### src/rtl/sr_pkg.sv
// Shared definitions for the serial shift-register family (PISO transmitter,
// SIPO receiver): FSM state encoding, default width and bit-order select.
package sr_pkg;

  typedef enum logic [1:0] {
    IDLE   = 2'd0,
    SHIFT  = 2'd1,
    PARITY = 2'd2
  } sr_state_t;

  localparam int SR_DEFAULT_W = 8;

  // Pick the bit at the output end of the shift register for the given order.
  function automatic logic sr_out_bit(input logic msb, input logic lsb,
                                      input logic lsb_first);
    return lsb_first ? lsb : msb;
  endfunction

endpackage

### src/rtl/sr_bit_counter.sv
// Modulo-MOD bit counter with synchronous clear and enable and a
// terminal-count flag (cnt == MOD-1). Frames bits for serial TX and RX.
module sr_bit_counter #(
  parameter int MOD = 8,
  parameter int CW  = (MOD > 1) ? $clog2(MOD) : 1
) (
  input  logic          clk,
  input  logic          reset,
  input  logic          clr,
  input  logic          en,
  output logic [CW-1:0] cnt,
  output logic          tc
);

  localparam logic [CW-1:0] LAST = CW'(MOD - 1);

  assign tc = (cnt == LAST);

  // Count enabled bits, wrapping after MOD-1; clear wins over enable.
  always_ff @(posedge clk or negedge reset) begin
    if (!reset) begin
      cnt <= '0;
    end else if (clr) begin
      cnt <= '0;
    end else if (en) begin
      cnt <= tc ? '0 : cnt + CW'(1);
    end
  end

endmodule

### src/rtl/sr_piso_tx.sv
// Parallel-in serial-out transmitter: valid/ready load of a W-bit word,
// one bit per shift_en strobe, one-cycle done pulse after the frame.
// Optional trailing even-parity bit when SR_PISO_PARITY_EN is defined.
module sr_piso_tx
  import sr_pkg::*;
#(
  parameter int W         = SR_DEFAULT_W,
  parameter int LSB_FIRST = 0
) (
  input  logic         clk,
  input  logic         reset,
  input  logic [W-1:0] load_data,
  input  logic         load_valid,
  output logic         load_ready,
  input  logic         shift_en,
  output logic         sout,
  output logic         sout_valid,
  output logic         busy,
  output logic         done
);

  localparam int            CW      = $clog2(W);
  localparam logic [CW-1:0] LAST    = CW'(W - 1);
  localparam logic          LSB_SEL = (LSB_FIRST != 0);

  sr_state_t     state, state_nx;
  logic [W-1:0]  shreg;
  logic [CW-1:0] cnt;
  logic          cnt_tc;
  logic          ready_q;
  logic          done_q;
  logic          load_fire;
  logic          shift_fire;
  logic          frame_end;
`ifdef SR_PISO_PARITY_EN
  logic          par_q;
`endif

  sr_bit_counter #(.MOD(W), .CW(CW)) u_cnt (
    .clk   (clk),
    .reset (reset),
    .clr   (load_fire),
    .en    (shift_fire),
    .cnt   (cnt),
    .tc    (cnt_tc)
  );

  assign done = done_q;

  // State register.
  always_ff @(posedge clk or negedge reset) begin
    if (!reset) begin
      state <= IDLE;
    end else begin
      state <= state_nx;
    end
  end

  // Next state and outputs; ready_q keeps load_ready low until the first
  // edge after reset release.
  always_comb begin
    state_nx   = state;
    load_ready = 1'b0;
    busy       = 1'b0;
    sout_valid = 1'b0;
    sout       = 1'b0;
    load_fire  = 1'b0;
    shift_fire = 1'b0;
    frame_end  = 1'b0;
    case (state)
      IDLE: begin
        load_ready = ready_q;
        if (load_valid && ready_q) begin
          load_fire = 1'b1;
          state_nx  = SHIFT;
        end
      end
      SHIFT: begin
        busy       = 1'b1;
        sout_valid = 1'b1;
        sout       = sr_out_bit(shreg[W-1], shreg[0], LSB_SEL);
        if (shift_en) begin
          if (cnt_tc) begin
`ifdef SR_PISO_PARITY_EN
            state_nx  = PARITY;
`else
            state_nx  = IDLE;
            frame_end = 1'b1;
`endif
          end else if (cnt < LAST) begin
            shift_fire = 1'b1;
          end
        end
      end
`ifdef SR_PISO_PARITY_EN
      PARITY: begin
        busy       = 1'b1;
        sout_valid = 1'b1;
        sout       = par_q;
        if (shift_en) begin
          state_nx  = IDLE;
          frame_end = 1'b1;
        end
      end
`endif
      default: begin
        state_nx = IDLE;
      end
    endcase
  end

  // Shift register, parity latch, done pulse and post-reset ready flag.
  always_ff @(posedge clk or negedge reset) begin
    if (!reset) begin
      shreg   <= '0;
      done_q  <= 1'b0;
      ready_q <= 1'b0;
`ifdef SR_PISO_PARITY_EN
      par_q   <= 1'b0;
`endif
    end else begin
      ready_q <= 1'b1;
      done_q  <= frame_end;
      if (load_fire) begin
        shreg <= load_data;
`ifdef SR_PISO_PARITY_EN
        par_q <= ^load_data;
`endif
      end else if (shift_fire) begin
        shreg <= LSB_SEL ? (shreg >> 1) : (shreg << 1);
      end
    end
  end

endmodule

### config.mk
export PLATFORM = sky130hd
export DESIGN_NAME = sr_piso_tx
export DESIGN_NICKNAME = d
export VERILOG_FILES = /design/src/rtl/sr_pkg.sv /design/src/rtl/sr_bit_counter.sv /design/src/rtl/sr_piso_tx.sv
export SDC_FILE = /design/constraint.sdc
export NUM_CORES = 1
export LEC_CHECK = 0
export ABC_CLOCK_PERIOD_IN_PS = 2400
export BUFFER_PORTS_ARGS = -buffer_cell sky130_fd_sc_hd__buf_2
export CAP_MARGIN = 20
export CORE_MARGIN = 2
export CORE_UTILIZATION = 45
export CTS_CLUSTER_SIZE = 25
export DETAILED_ROUTE_END_ITERATION = 10
export PLACE_DENSITY = 0.73
export SYNTH_ARGS = -nofsm -noshare
export SYNTH_HDL_FRONTEND = slang
export SYNTH_SLANG_ARGS = --single-unit
### constraint.sdc
create_clock -name clk -period 2.4 [get_ports clk]
set_clock_uncertainty 0.05 [all_clocks]
set_input_delay 0.12 -clock clk [delete_from_list [all_inputs] [get_ports clk]]
set_output_delay 0.12 -clock clk [all_outputs]
set_load 0.03 [all_outputs]
==> results of run 1 <==
[tightest hold or removal path, cell delays in order]
cell and delay (ns):
buf_2 0.08, nand2_1 0.04, o211ai_1 0.07
[metal layers]
metal | GRT usage [%] | part of all wire (%) | vias to the layer above
li1 | - | - | 282
met1 | 20.9 | 44 | 272
met2 | 27.9 | 48 | 18
met3 | 5.11 | 5.7 | 4
met4 | 10.9 | 2.2 | 0
met5 | 0 | 0 | -
[worst paths after layout]
check | from | to | slack (ns) | cells past startpoint
min in group asynchronous | reset | shreg[2] | 0.20 | 2
max | u_cnt.cnt[0] | shreg[6] | 0.67 | 5
max reg2reg | u_cnt.cnt[0] | shreg[6] | 0.67 | 5
max in group asynchronous | reset | ready_q | 1.85 | 2
min | load_data[1] | shreg[1] | 0.008 | 3
min reg2reg | shreg[0] | shreg[0] | 0.48 | 2
[kinds of logic after synthesis]
| family | after synthesis |
|---|---|
| buffers and inverters | 5 |
| DFF | 14 |
| AOI/OAI and AO/OA | 13 |
| adders and majority gates | 2 |
| other | 1 |
| and+or+nand+nor | 35 |
[layout make-up]
cell class                      count  area [um2]
Clock buffer                        4        36.3
Timing Repair Buffer               20         118
Fill cell                         143         641
Tap cell                           16        20.0
Multi-Input combinational cell     51         303
Sequential cell                    14         350
Inverter                            1        3.75
[power breakdown]
| group | leakage (nW) | total [mW] | switching, mW | internal [mW] |
|---|---|---|---|---|
| clock network | 0.0210 | 0.167 | 0.0748 | 0.0924 |
| registers | 0.176 | 0.406 | 0.0791 | 0.327 |
| logic | 0.194 | 0.379 | 0.224 | 0.156 |
[flip-flops by register name, summed over array words and instances (netlist names)]
register / flops
ready_q: 1
state: 1
done: 1
shreg: 8
u_cnt.cnt: 3
[timing repair]
item                      in CTS  in global routing
hold buffers                   3                  0
hold endpoints to repair      16                  0
gates resized for setup        0                  0
[cells in the final DEF, fill, tap and decap left out]
cell and instances:
nor2b_1 1, nand3b_1 1, and3b_1 2, nand3_4 1, clkbuf_4 3, nand2_1 16
o21ai_1 1, a21bo_2 1, buf_4 1, a211oi_2 1, o211ai_1 7, and2_1 2
nand3_1 8, ha_1 2, buf_2 16, dlygate4sd3_1 3, a21oi_1 2, clkbuf_8 1
o21ai_0 1, conb_1 1, inv_1 1, nor2_1 3, and3_1 1, dfrtp_1 14
==> flow_summary.json, run 1 <==
{
  "antenna_found_initial": 0,
  "fin_crit_ns": 1.73,
  "drv_slew": 0,
  "cts_tree": "built",
  "worst-setup-path-type": "reg2reg",
  "cp-end-kind": "register",
  "cts_htree_levels": 1,
  "drive_above_1_share_pct": 26.7,
  "rows": 14,
  "fin_nets": 105,
  "cts_buffers": 3,
  "vias": 576,
  "area_growth_pct": 21.2,
  "dp_cells": 99,
  "ys_warn_count": 0,
  "die_y_um": 43.0,
  "setup_ws_ns": 0.667,
  "critical_path_buf_inv_count": 0,
  "ys.flop_type": "dfrtp_1",
  "wl_per_cell_um": 12.5,
  "syn_area_um2": 686,
  "grt_pass1_wl_um": 2350,
  "holdWs_ns": 0.00849,
  "finalHoldViolCount": 0,
  "max_clock_freq_mhz": 577,
  "synth_top_area_share_pct": 51.1,
  "power_mw": 0.953,
  "drcViolationCount": 0,
  "first_iter_violations": 9,
  "grt_overflow": 0,
  "synth_mux_area_share_pct": 0,
  "drt_pass1_iterations": 4,
  "dpl_cell_area_um2": 764,
  "final_cells": 106,
  "syn_inst": 70,
  "synthAdderAreaFrac_pct": 3.65,
  "async_flop_share_pct": 100,
  "gp_congestion": 0.756,
  "yosysSeqAreaShare_pct": 51.1,
  "path_cells": "ha_1 > ha_1 > and3b_1 > and2_1 > o211ai_1",
  "setup_viol": 0,
  "post-cts-setup-buffers": 0,
  "clock_path_buffers": 2,
  "postSynthNetCount": 84,
  "p_per_area_nw_per_um2": 1150,
  "ys_types": 22,
  "cp_data_required_time_ns": 2.50,
  "drt-total-wl_um": 1330,
  "timing.critical_path.max_delay_family": "simple AND/OR/NAND/NOR gates",
  "leakagePower_nw": 0.391,
  "hold_class": "in2reg",
  "synth_most_common_cell": "nand2_1",
  "clk_latency_ns": 0.28,
  "synth_common_cells": "16 x nand2_1, 14 x dfrtp_1, 8 x nand3_1",
  "finish.utilization_pct": 56.5,
  "numPortBuffers": 16,
  "ios": 17,
  "grt_max_degree": 15,
  "grt_usage_pct": 17.6,
  "yosys.area_share.simple_pct": 26.1,
  "synth_edf_count": 0,
  "fp.dieArea_um2": 1850,
  "ys_seq_elements": 14,
  "path_clk_slew_ns": 0.08,
  "cts.sinks": 14,
  "outcome": "finished clean",
  "post-synth-top-area-cell": "dfrtp_1",
  "place_hpwl_um": 934,
  "synth_area_leaders": "dfrtp_1 51%, nand2_1 8.8%, o211ai_1 7.7%",
  "slowest_delay_ns": 0.45,
  "initial_core_util_pct": 46.6,
  "place_ws_ns": 0.648,
  "routed_via_density": 5.43,
  "critical_path.startpoint_type": "register",
  "synth_top_family_by_area": "simple AND/OR/NAND/NOR gates",
  "crit_path_max_fanout": 10,
  "irDropWorstVdd_mv": 0.441,
  "fin_tns_setup_ns": 0,
  "ant_nets": 0,
  "final_cell_area_um2": 831,
  "slowest_stage": "dfrtp_1",
  "diodes": 0,
  "rsz0062_at_grt": "no",
  "synth_compound_area_share_pct": 13.9,
  "grt_pass1_vias": 539,
  "syn_area_per_cell_um2": 9.80,
  "root_buffer": "clkbuf_4",
  "cp_common_cell": "ha_1",
  "finalCritPeriodShare_pct": 72.2,
  "synth-xor-area-share_pct": 0,
  "die_w_um": 43.0,
  "core_um2": 1470,
  "drv_cap": 0,
  "cp.arrival_ns": 1.84
}
Power figures use the tool's default switching activity.
==> run 2, diff against run 1 <==
ABC_CLOCK_PERIOD_IN_PS = 1800   (was 2400)
clock period = 1.8 ns   (was 2.4 ns; I/O delays follow)
==> run 2 against run 1 <==
  * Clock power up 34%
  * Count of clock-buffer cells in the layout unchanged
  * Wire length up 4.1%
  * Largest cell class unchanged
  * Non-clock buffer count up 7
  * Critical endpoint is now shreg[2]
  * Global-route usage down 0.86 points
  * Maximum frequency up 8.7%
  * Setup slack worse by 0.46 ns
  * Combinational power up 46%
  * Critical path depth unchanged
  * Largest power group is now combinational cells
  * Sequential cell count unchanged
  * First-iteration DRC count down 11%
==> flow_summary.json, run 2 (same netlist as run 1, synthesis figures left out) <==
{
  "outcome": "finished clean",
  "grt_pass1_wl_um": 2300,
  "final_cell_area_um2": 900,
  "r2r_cells": 5,
  "holdWs_ns": 0.0663,
  "p_per_area_nw_per_um2": 1450,
  "drv_slew": 0,
  "cts_htree_levels": 1,
  "finalCritPeriodShare_pct": 88.6,
  "slowest_delay_ns": 0.43,
  "fp.dieArea_um2": 1850,
  "slowest_stage": "dfrtp_1",
  "numPortBuffers": 16,
  "finalHoldViolCount": 0,
  "cts_buffers": 3,
  "holdPathStages": 2,
  "cp-end-kind": "register",
  "r2r_slack_ns": 0.21,
  "fin_tns_setup_ns": 0,
  "leakagePower_nw": 0.421,
  "ant_nets": 0,
  "crit-reg2reg-launch": "u_cnt.cnt[1]",
  "ios": 17,
  "regMostFlops": "shreg",
  "cp_data_required_time_ns": 1.91,
  "crit_path_max_fanout": 10,
  "r2r-end": "shreg[2]",
  "irDropWorstVdd_mv": 0.819,
  "cp_common_cell": "ha_1",
  "diodes": 0,
  "path_clk_slew_ns": 0.09,
  "dpl_cell_area_um2": 772,
  "gp_congestion": 0.767,
  "holdCritStartpoint": "shift_en",
  "area_growth_pct": 31.2,
  "cts_tree": "built",
  "post-cts-setup-buffers": 0,
  "place_hpwl_um": 925,
  "critical_path.startpoint_type": "register",
  "first_iter_violations": 8,
  "critical_path_buf_inv_count": 0,
  "grt_pass1_vias": 529,
  "rows": 14,
  "clock_path_buffers": 2,
  "power_mw": 1.30,
  "fin_crit_ns": 1.59,
  "routed_via_density": 5.28,
  "largest_reg_flops": 8,
  "rsz0062_at_grt": "no",
  "drt-total-wl_um": 1380,
  "max_clock_freq_mhz": 627,
  "holdPathEnd": "done",
  "core_um2": 1470,
  "antenna_found_initial": 0,
  "wl_per_cell_um": 12.2,
  "timing.critical_path.max_delay_family": "simple AND/OR/NAND/NOR gates",
  "worst-setup-path-type": "reg2reg",
  "drcViolationCount": 0,
  "die_w_um": 43.0,
  "startpoint": "u_cnt.cnt[1]",
  "initial_core_util_pct": 46.6,
  "setup_viol": 0,
  "die_y_um": 43.0,
  "grt_overflow": 0,
  "drive_above_1_share_pct": 26.8,
  "drv_cap": 0,
  "mostFrequentLayoutCells": "16 x nand2_1, 16 x buf_2, 14 x dfrtp_1",
  "vias": 597,
  "path_cells": "ha_1 > ha_1 > and3b_1 > and2_2 > o211ai_1",
  "clk_latency_ns": 0.27,
  "finish.utilization_pct": 61.1,
  "cp.arrival_ns": 1.70,
  "hold_class": "in2reg",
  "drt_pass1_iterations": 6,
  "largestRegisters": "shreg x8, u_cnt.cnt x3",
  "grt_max_degree": 15,
  "fin_nets": 112,
  "cts.sinks": 14,
  "root_buffer": "clkbuf_4",
  "grt_usage_pct": 16.8
}
run 2: changes by cell type in the layout (fill, tap and decap cells not counted), sizes merged:
cell | previous run | this run
dlygate4sd3 | 3 | 9
buf | 17 | 18
run 2: worst max-delay path by stage:
| stage | end | depth (start not counted) |
|---|---|---|
| 2_1_floorplan | u_cnt.cnt[0] | 6 |
| 3_5_place_dp | shreg[2] | 5 |
| 4_1_cts | shreg[2] | 5 |
| 5_1_grt | shreg[2] | 5 |
| 3_3_place_gp | shreg[6] | 5 |
| 6_report | shreg[2] | 5 |
run 2: area by class of cell:
cell class | count | area [um2]
sequential | 14 | 350
tap | 16 | 20.0
timing repair buffer | 27 | 185
clock buffer | 4 | 36.3
multi-input combinational | 51 | 304
inverter | 1 | 3.75
fill | 140 | 572
run 2: worst reg2reg max path, cell delays in order, from the launching register on:
cell and delay (ns):
dfrtp_1 0.43, ha_1 0.20, ha_1 0.18, and3b_1 0.22, and2_2 0.27, o211ai_1 0.13
run 2: through the flow:
stage	std cells	setup slack (ns)
2_1_floorplan	70	0.234
3_3_place_gp	100	0.143
3_5_place_dp	100	0.0669
4_1_cts	113	0.0628
5_1_grt	113	0.113
6_report	113	0.205
run 2: power by group:
group          switching [mW]  internal, mW  total, mW
Sequential             0.0901         0.436      0.526
Combinational           0.319         0.234      0.553
Clock                   0.101         0.123      0.224
run 2: timing repair:
item                                    4_1_cts  5_1_grt
endpoints found under the setup margin        0        6
hold buffers                                  9        0
resized for setup                             0        1
endpoints found under the hold margin        22        0
run 2: layer usage:
layer  track usage (%)  wire length, um  vias to the layer above
li1                  -                -                      293
met3              2.55               84                        2
met5                 0                0                        -
met4              9.09               18                        0
met2              26.1              657                       21
met1              22.3              623                      281
